==> src/rtl/uc_sequenciador_frame_pkg.sv <==
// pkg_astrogenius: definitions shared by the frame sequencer and its helpers.
//
// Contents:
//   estado_t            state encoding of the frame sequencer
//                       (its codes also drive db_estado_sequenciador)
//   PERDIDOS_MAX        saturation value of the lost-frame counter
//   eh_fase()           true in the five phase states (registra_tiro..render)
//   conta_atraso()      true in the states where a frame tick counts as overrun
//   aceita_iniciar()    true in the states that can (re)start a game
package pkg_astrogenius;

  typedef enum logic [3:0] {
    ST_INICIAL         = 4'd0,
    ST_ESPERA_INICIO   = 4'd1,
    ST_ESPERA_TICK     = 4'd2,
    ST_REGISTRA_TIRO   = 4'd3,
    ST_MOVE_TIROS      = 4'd4,
    ST_MOVE_ASTEROIDES = 4'd5,
    ST_COLISAO         = 4'd6,
    ST_RENDER          = 4'd7,
    ST_FRAME_FIM       = 4'd8,
    ST_FIM_DE_JOGO     = 4'd9,
    ST_ERRO            = 4'd10
  } estado_t;

  localparam logic [7:0] PERDIDOS_MAX = 8'd255;

  // Phase states are the ones that raise an inicia_* request and wait for fim_*.
  function automatic logic eh_fase(input estado_t e);
    return (e >= ST_REGISTRA_TIRO) && (e <= ST_RENDER);
  endfunction

  // A tick arriving while a frame is still being processed (phases or the
  // end-of-frame cycle) means the frame ran late.
  function automatic logic conta_atraso(input estado_t e);
    return (e >= ST_REGISTRA_TIRO) && (e <= ST_FRAME_FIM);
  endfunction

  // States that wait for iniciar to begin a fresh game.
  function automatic logic aceita_iniciar(input estado_t e);
    return (e == ST_ESPERA_INICIO) || (e == ST_FIM_DE_JOGO) || (e == ST_ERRO);
  endfunction

endpackage

==> src/rtl/uc_sequenciador_frame_watchdog.sv <==
// contador_watchdog: counts cycles spent in the current sequencer state.
//
// Only present in the WATCHDOG_EN build.
//
// Parameters:
//   TIMEOUT   number of cycles a state may last before estourou rises
// Ports:
//   clock     rising-edge clock
//   reset     synchronous active-high reset
//   limpa     restart the count (asserted on the edge that enters a new state)
//   estourou  high while the current state has lasted TIMEOUT cycles
`ifdef WATCHDOG_EN
module contador_watchdog #(
  parameter int TIMEOUT = 833333
) (
  input  logic clock,
  input  logic reset,
  input  logic limpa,
  output logic estourou
);

  localparam int W = (TIMEOUT < 2) ? 1 : $clog2(TIMEOUT);
  localparam logic [W-1:0] LIMITE = W'(TIMEOUT - 1);

  logic [W-1:0] ciclos;

  // ciclos is 0 on the first cycle of a state, so reaching LIMITE means the
  // state is in its TIMEOUT-th cycle; the count then holds there until cleared.
  always_ff @(posedge clock) begin
    if (reset || limpa) begin
      ciclos <= '0;
    end else if (ciclos != LIMITE) begin
      ciclos <= ciclos + W'(1);
    end
  end

  assign estourou = (ciclos == LIMITE);

endmodule
`endif

==> src/rtl/uc_sequenciador_frame.sv <==
// uc_sequenciador_frame: per-frame sequencer of the game control unit.
//
// Waits for the game to start, then on every frame tick runs the five
// processing phases in order (shot registration, shot movement, asteroid
// movement, collision, render), each by holding its inicia_* high until the
// matching fim_* returns. Ticks that arrive while a frame is still running are
// counted as lost frames and one of them is kept pending so the next frame
// starts as soon as the current one ends.
//
// Configuration macro:
//   WATCHDOG_EN  when defined, a phase that waits TIMEOUT cycles without its
//                fim_* sends the sequencer to the erro state (erro=1).
//                When undefined, phases wait indefinitely and erro is 0.
//
// Parameters:
//   TIMEOUT  watchdog limit in cycles (WATCHDOG_EN build only)
//   FRAME_W  width of contador_frames
// Ports:
//   clock, reset                       clock, synchronous active-high reset
//   iniciar                            start / restart the game
//   tick_frame                         one-cycle frame-rate pulse
//   fim_jogo                           game-over level, sampled at frame end
//   inicia_tiro .. inicia_render       phase request levels
//   fim_tiro .. fim_render             phase done inputs
//   frame_pronto                       one-cycle end-of-frame pulse
//   contador_frames                    completed frames (wraps)
//   frames_perdidos                    overrun ticks (saturates at 255)
//   erro                               watchdog error indication
//   db_estado_sequenciador             current state code, for debug
import pkg_astrogenius::*;

module uc_sequenciador_frame #(
  parameter int TIMEOUT = 833333,
  parameter int FRAME_W = 16
) (
  input  logic               clock,
  input  logic               reset,
  input  logic               iniciar,
  input  logic               tick_frame,
  input  logic               fim_jogo,
  output logic               inicia_tiro,
  output logic               inicia_mov_tiros,
  output logic               inicia_mov_ast,
  output logic               inicia_colisao,
  output logic               inicia_render,
  input  logic               fim_tiro,
  input  logic               fim_mov_tiros,
  input  logic               fim_mov_ast,
  input  logic               fim_colisao,
  input  logic               fim_render,
  output logic               frame_pronto,
  output logic [FRAME_W-1:0] contador_frames,
  output logic [7:0]         frames_perdidos,
  output logic               erro,
  output logic [3:0]         db_estado_sequenciador
);

  if (FRAME_W < 1 || TIMEOUT < 1) begin : g_parametros_invalidos
    $error("uc_sequenciador_frame: FRAME_W and TIMEOUT must both be at least 1");
  end

  estado_t estado;
  estado_t proximo;
  logic    pendente;
  logic    limpa_contadores;

`ifdef WATCHDOG_EN
  logic estourou;

  // The count restarts on every state change, so it always measures the
  // time spent in the state the sequencer is currently in.
  contador_watchdog #(
    .TIMEOUT (TIMEOUT)
  ) u_watchdog (
    .clock    (clock),
    .reset    (reset),
    .limpa    (proximo != estado),
    .estourou (estourou)
  );
`endif

  // State register.
  always_ff @(posedge clock) begin
    if (reset) begin
      estado <= ST_INICIAL;
    end else begin
      estado <= proximo;
    end
  end

  // Next-state logic. Each phase only listens to its own fim_*; the other
  // done inputs are don't-cares while it waits.
  always_comb begin
    proximo = estado;
    case (estado)
      ST_INICIAL: begin
        proximo = ST_ESPERA_INICIO;
      end
      ST_ESPERA_INICIO, ST_FIM_DE_JOGO, ST_ERRO: begin
        if (iniciar) proximo = ST_ESPERA_TICK;
      end
      ST_ESPERA_TICK: begin
        if (tick_frame || pendente) proximo = ST_REGISTRA_TIRO;
      end
      ST_REGISTRA_TIRO: begin
        if (fim_tiro) proximo = ST_MOVE_TIROS;
      end
      ST_MOVE_TIROS: begin
        if (fim_mov_tiros) proximo = ST_MOVE_ASTEROIDES;
      end
      ST_MOVE_ASTEROIDES: begin
        if (fim_mov_ast) proximo = ST_COLISAO;
      end
      ST_COLISAO: begin
        if (fim_colisao) proximo = ST_RENDER;
      end
      ST_RENDER: begin
        if (fim_render) proximo = ST_FRAME_FIM;
      end
      ST_FRAME_FIM: begin
        proximo = fim_jogo ? ST_FIM_DE_JOGO : ST_ESPERA_TICK;
      end
      default: begin
        proximo = ST_INICIAL;
      end
    endcase
`ifdef WATCHDOG_EN
    // A phase that is still waiting (no advance decided above) when its time
    // runs out is abandoned; a fim_* in that same cycle still wins.
    if (eh_fase(estado) && (proximo == estado) && estourou) begin
      proximo = ST_ERRO;
    end
`endif
  end

  assign limpa_contadores = aceita_iniciar(estado) && iniciar;

  // Frame bookkeeping. Starting a game clears everything; otherwise the frame
  // counter advances once per end-of-frame cycle, and a tick during a running
  // frame is both counted as lost and remembered as a single pending start.
  always_ff @(posedge clock) begin
    if (reset) begin
      contador_frames <= '0;
      frames_perdidos <= '0;
      pendente        <= 1'b0;
    end else if (limpa_contadores) begin
      contador_frames <= '0;
      frames_perdidos <= '0;
      pendente        <= 1'b0;
    end else begin
      if (estado == ST_FRAME_FIM) begin
        contador_frames <= contador_frames + {{(FRAME_W-1){1'b0}}, 1'b1};
      end
      if ((estado == ST_ESPERA_TICK) && (proximo == ST_REGISTRA_TIRO)) begin
        pendente <= 1'b0;
      end
      if (conta_atraso(estado) && tick_frame) begin
        pendente <= 1'b1;
        if (frames_perdidos != PERDIDOS_MAX) begin
          frames_perdidos <= frames_perdidos + 8'd1;
        end
      end
    end
  end

  // Moore outputs, decoded straight from the registered state.
  assign inicia_tiro            = (estado == ST_REGISTRA_TIRO);
  assign inicia_mov_tiros       = (estado == ST_MOVE_TIROS);
  assign inicia_mov_ast         = (estado == ST_MOVE_ASTEROIDES);
  assign inicia_colisao         = (estado == ST_COLISAO);
  assign inicia_render          = (estado == ST_RENDER);
  assign frame_pronto           = (estado == ST_FRAME_FIM);
  assign db_estado_sequenciador = estado;

`ifdef WATCHDOG_EN
  assign erro = (estado == ST_ERRO);
`else
  assign erro = 1'b0;
`endif

endmodule

==> config.mk <==
export PLATFORM = sky130hd
export DESIGN_NAME = uc_sequenciador_frame
export DESIGN_NICKNAME = d
export VERILOG_FILES = /design/src/rtl/uc_sequenciador_frame_pkg.sv /design/src/rtl/uc_sequenciador_frame_watchdog.sv /design/src/rtl/uc_sequenciador_frame.sv
export SDC_FILE = /design/constraint.sdc
export NUM_CORES = 1
export LEC_CHECK = 0
export BUFFER_PORTS_ARGS = -buffer_cell sky130_fd_sc_hd__buf_4
export CAP_MARGIN = 10
export CELL_PAD_IN_SITES_DETAIL_PLACEMENT = 0
export CELL_PAD_IN_SITES_GLOBAL_PLACEMENT = 1
export CORE_ASPECT_RATIO = 1.5
export CORE_MARGIN = 4
export CORE_UTILIZATION = 37
export DETAILED_ROUTE_END_ITERATION = 16
export GPL_TIMING_DRIVEN = 0
export PLACE_DENSITY = 0.83
export SLEW_MARGIN = 40
export SYNTH_ARGS = -nofsm -noshare
export SYNTH_HDL_FRONTEND = slang
export SYNTH_HIERARCHICAL = 1
export SYNTH_SLANG_ARGS = --single-unit
==> constraint.sdc <==
create_clock -name clock -period 2.55 [get_ports clock]
set_input_delay 0.765 -clock clock [delete_from_list [all_inputs] [get_ports clock]]
set_output_delay 0.765 -clock clock [all_outputs]
set_load 0.01 [all_outputs]
==> results.yml <==
run_status:
  status: "finished, final reports clean"
critical_path:
  crit_chain: "clkbuf_2, nor4bb_1, buf_4"
  critPathKind: "flip-flop to output port"
  r2r_setup_slack_ns: 0.35
  cp_slowest_cell: "dfxtp_1"
  cp_slowest_stage_delay_ns: 0.51
  arrival_ns: 1.63
  cp-end-kind: "output port"
  crit_path_max_fanout: 10
  crit_family: "flip-flops"
  worstPathRequired_ns: 1.79
  start_kind: "flip-flop"
  critical_path_buf_inv_count: 2
timing:
  rsz0062_at_grt: "false"
  skew_ns: 0.00850
  slew_headroom_pct: 56.0
  fin_setup_tns_ns: 0
  fin_crit_ns: 2.40
  finalCritPeriodShare_pct: 94.1
  max_freq_mhz: 417
  whs_ns: 0.479
  hold_viol_final: 0
  setup_violations: 0
  tightestPinTransition_ns: 0.655
  finalMaxSlewViolations: 0
synthesis:
  muxShareOfSynthArea_pct: 0.654
  synth_top_area_share_pct: 37.9
  synth_compound_area_share_pct: 19.0
  synthXorXnorAreaFrac_pct: 6.30
  ys_async_sr_fraction_pct: 0
  yosys-top-cells-area: "dfxtp_1, a21oi_1, xnor2_1"
  synth-edff-count: 0
  synth.largest_area_cell: "dfxtp_1"
  netlist_area_mm2: 0.00153
  synthAdderAreaFrac_pct: 1.64
  synth.avg_cell_area_um2: 8.14
  synthCells: 188
  yosys.area_share.simple_pct: 30.3
  synth_cell_types: 43
  synth_top_family_by_area: "simple AND/OR/NAND/NOR gates"
  synth_top_flop_cell: "dfxtp_1"
  synth-seq-cells: 29
  synth_nets: 200
  yosysWarnings: 6
  yosysSeqAreaShare_pct: 37.9
route:
  num_vias: 1546
  first_pass_iters: 4
  ant_nets: 0
  wl_mm: 3.85
  drtIter0Drc: 65
  post_drt_wl_per_cell_um: 13.6
  avgViaCountPerCell: 5.44
  drc: 0
placement:
  gp_congestion: 0.768
  dp_cells: 276
  dp_hpwl_mm: 2.94
  postPlaceCellArea_mm2: 0.00191
  io_buffers: 43
clocking:
  cts_tree: "built"
  cts_made_buffers: 5
  cts-root-buf: "clkbuf_8"
  h-tree-depth: 2
  clk_path_buf_depth: 2
  cts_sinks: 29
  post_cts_buffers: 0
  hold_buffers: 0
  clk_pin_slew_worst_paths_ns: 0.06
  cts_resized: 0
  clk_latency_ns: 0.28
worst_hold_path:
  min-delay-path-class: "flip-flop to flip-flop"
pwr:
  pwr-share-clk_pct: 38.0
  powerDensity_mw_per_mm2: 468
  swShare_pct: 25.6
  vdd_ir_drop_max_mv: 0.419
  pwr-share-seq_pct: 50.4
  internal_power_mw: 0.695
  combPwrFrac_pct: 11.5
  switching_power_mw: 0.239
  p_leak_nw: 0.741
floorplanning:
  start_util_pct: 38.7
  io_pins: 45
  rows: 28
  die_w_um: 60.5
  die_y_um: 86.8
  die_area_mm2: 0.00525
  core-area_mm2: 0.00396
final_layout:
  utilization_pct: 50.4
  instances_no_fill: 284
  drive_above_1_share_pct: 24.3
  fin_area_mm2: 0.00199
  area_growth_pct: 30.3
  antenna_cells: 0
  fin_nets: 250
global_routing:
  overflow: 0
  grt_use_total_pct: 16.0
  antenna_found_initial: 0
  grt_pass1_vias: 1415
  grt_max_degree: 11
  grt_pass1_wl_mm: 6.45
run:
  max-cap-violations: 0
==> power groups by stage <==
| stage | combinational [mW] | sequential [mW] | clock (mW) |
|---|---|---|---|
| 3_3_place_gp | 0.108 | 0.481 | 0 |
| 4_1_cts | 0.108 | 0.471 | 0.369 |
| 3_5_place_dp | 0.108 | 0.481 | 0 |
| 5_1_grt | 0.119 | 0.473 | 0.387 |
| 6_report | 0.108 | 0.471 | 0.355 |
| 2_1_floorplan | 0.0633 | 0.481 | 0 |
==> final timing paths <==
kind                                   from                  to  depth (start not counted)
setup / recovery  db_estado_sequenciador[2]      inicia_mov_ast                          3
hold / removal                     pendente            pendente                          2
setup reg to reg  db_estado_sequenciador[3]  frames_perdidos[7]                          5
hold reg to reg                    pendente            pendente                          2
==> synthesized netlist by cell type (all sizes together), types with 2 or more instances <==
| cell | n |
|---|---|
| nand2b | 4 |
| nand2 | 16 |
| clkbuf | 8 |
| o311ai | 2 |
| or4 | 5 |
| a21oi | 14 |
| nand4 | 5 |
| or3 | 5 |
| o31ai | 5 |
| a211oi | 2 |
| nor2 | 18 |
| o211ai | 3 |
| nand3 | 8 |
| xor2 | 3 |
| nor4bb | 3 |
| xnor2 | 8 |
| or4b | 2 |
| nor2b | 4 |
| inv | 6 |
| o21ai | 8 |
| nor3 | 7 |
| dfxtp | 29 |
| ha | 2 |
| nor4 | 5 |
==> kinds of logic after synthesis <==
logic type               Yosys count
AND/OR/NAND/NOR                   85
AO/OA/AOI/OAI                     44
flip-flops                        29
buffers and inverters             15
XOR/XNOR                          11
adder cells (fa/ha/maj)            2
other                              1
multiplexers                       1
==> cell type report <==
class | instances | area, um2
clock inverters | 2 | 10.0
flip-flops and latches | 29 | 581
clock buffers | 6 | 72.6
plain buffers | 9 | 40.0
inverters | 6 | 22.5
repair buffers | 43 | 323
fillers | 418 | 1960
well taps | 45 | 56.3
multi-input cells | 144 | 890
==> sequential cells by signal, summed over array words and instances, names as in the netlist <==
signal	count
contador_frames	16
db_estado_sequenciador	4
pendente	1
frames_perdidos	8
==> worst reg2reg max path: cells and delay by family (launching register included) <==
family                 cells  cell delay (ns)
buffers and inverters      1             0.13
and+or+nand+nor            2             1.18
DFF                        1             0.48
AOI/OAI and AO/OA          2             0.35
==> routing by layer <==
metal	track usage [%]	part of all wire, %
met5	0	0
met4	7.30	1.9
met3	4.47	6.7
met2	27.5	51
met1	17.9	41
==> placed cells by master, fill, tap and decap left out, drive strengths merged, types with 2 or more instances in the layout <==
cell and count:
buf 44, nor2b 4, nor2 18, a211oi 2, nor3 7, or4b 2
a21oi 14, o211ai 3, nor4bb 3, o21ai 8, clkbuf 14, o311ai 2
or4 5, ha 2, nand4 5, o31ai 5, xor2 3, dfxtp 29
nor4 5, nand2 16, nand2b 4, nand3 8, or3 5, xnor2 8
clkinv 2, inv 6
==> stage by stage <==
stage          setup slack, ns  power (mW)
6_report                 0.151       0.934
5_1_grt                 0.0213       0.979
4_1_cts                 0.0167       0.949
3_5_place_dp             0.319       0.589
3_3_place_gp             0.312       0.589
2_1_floorplan            0.470       0.544
Note: power is estimated with default switching activity, not from simulation.
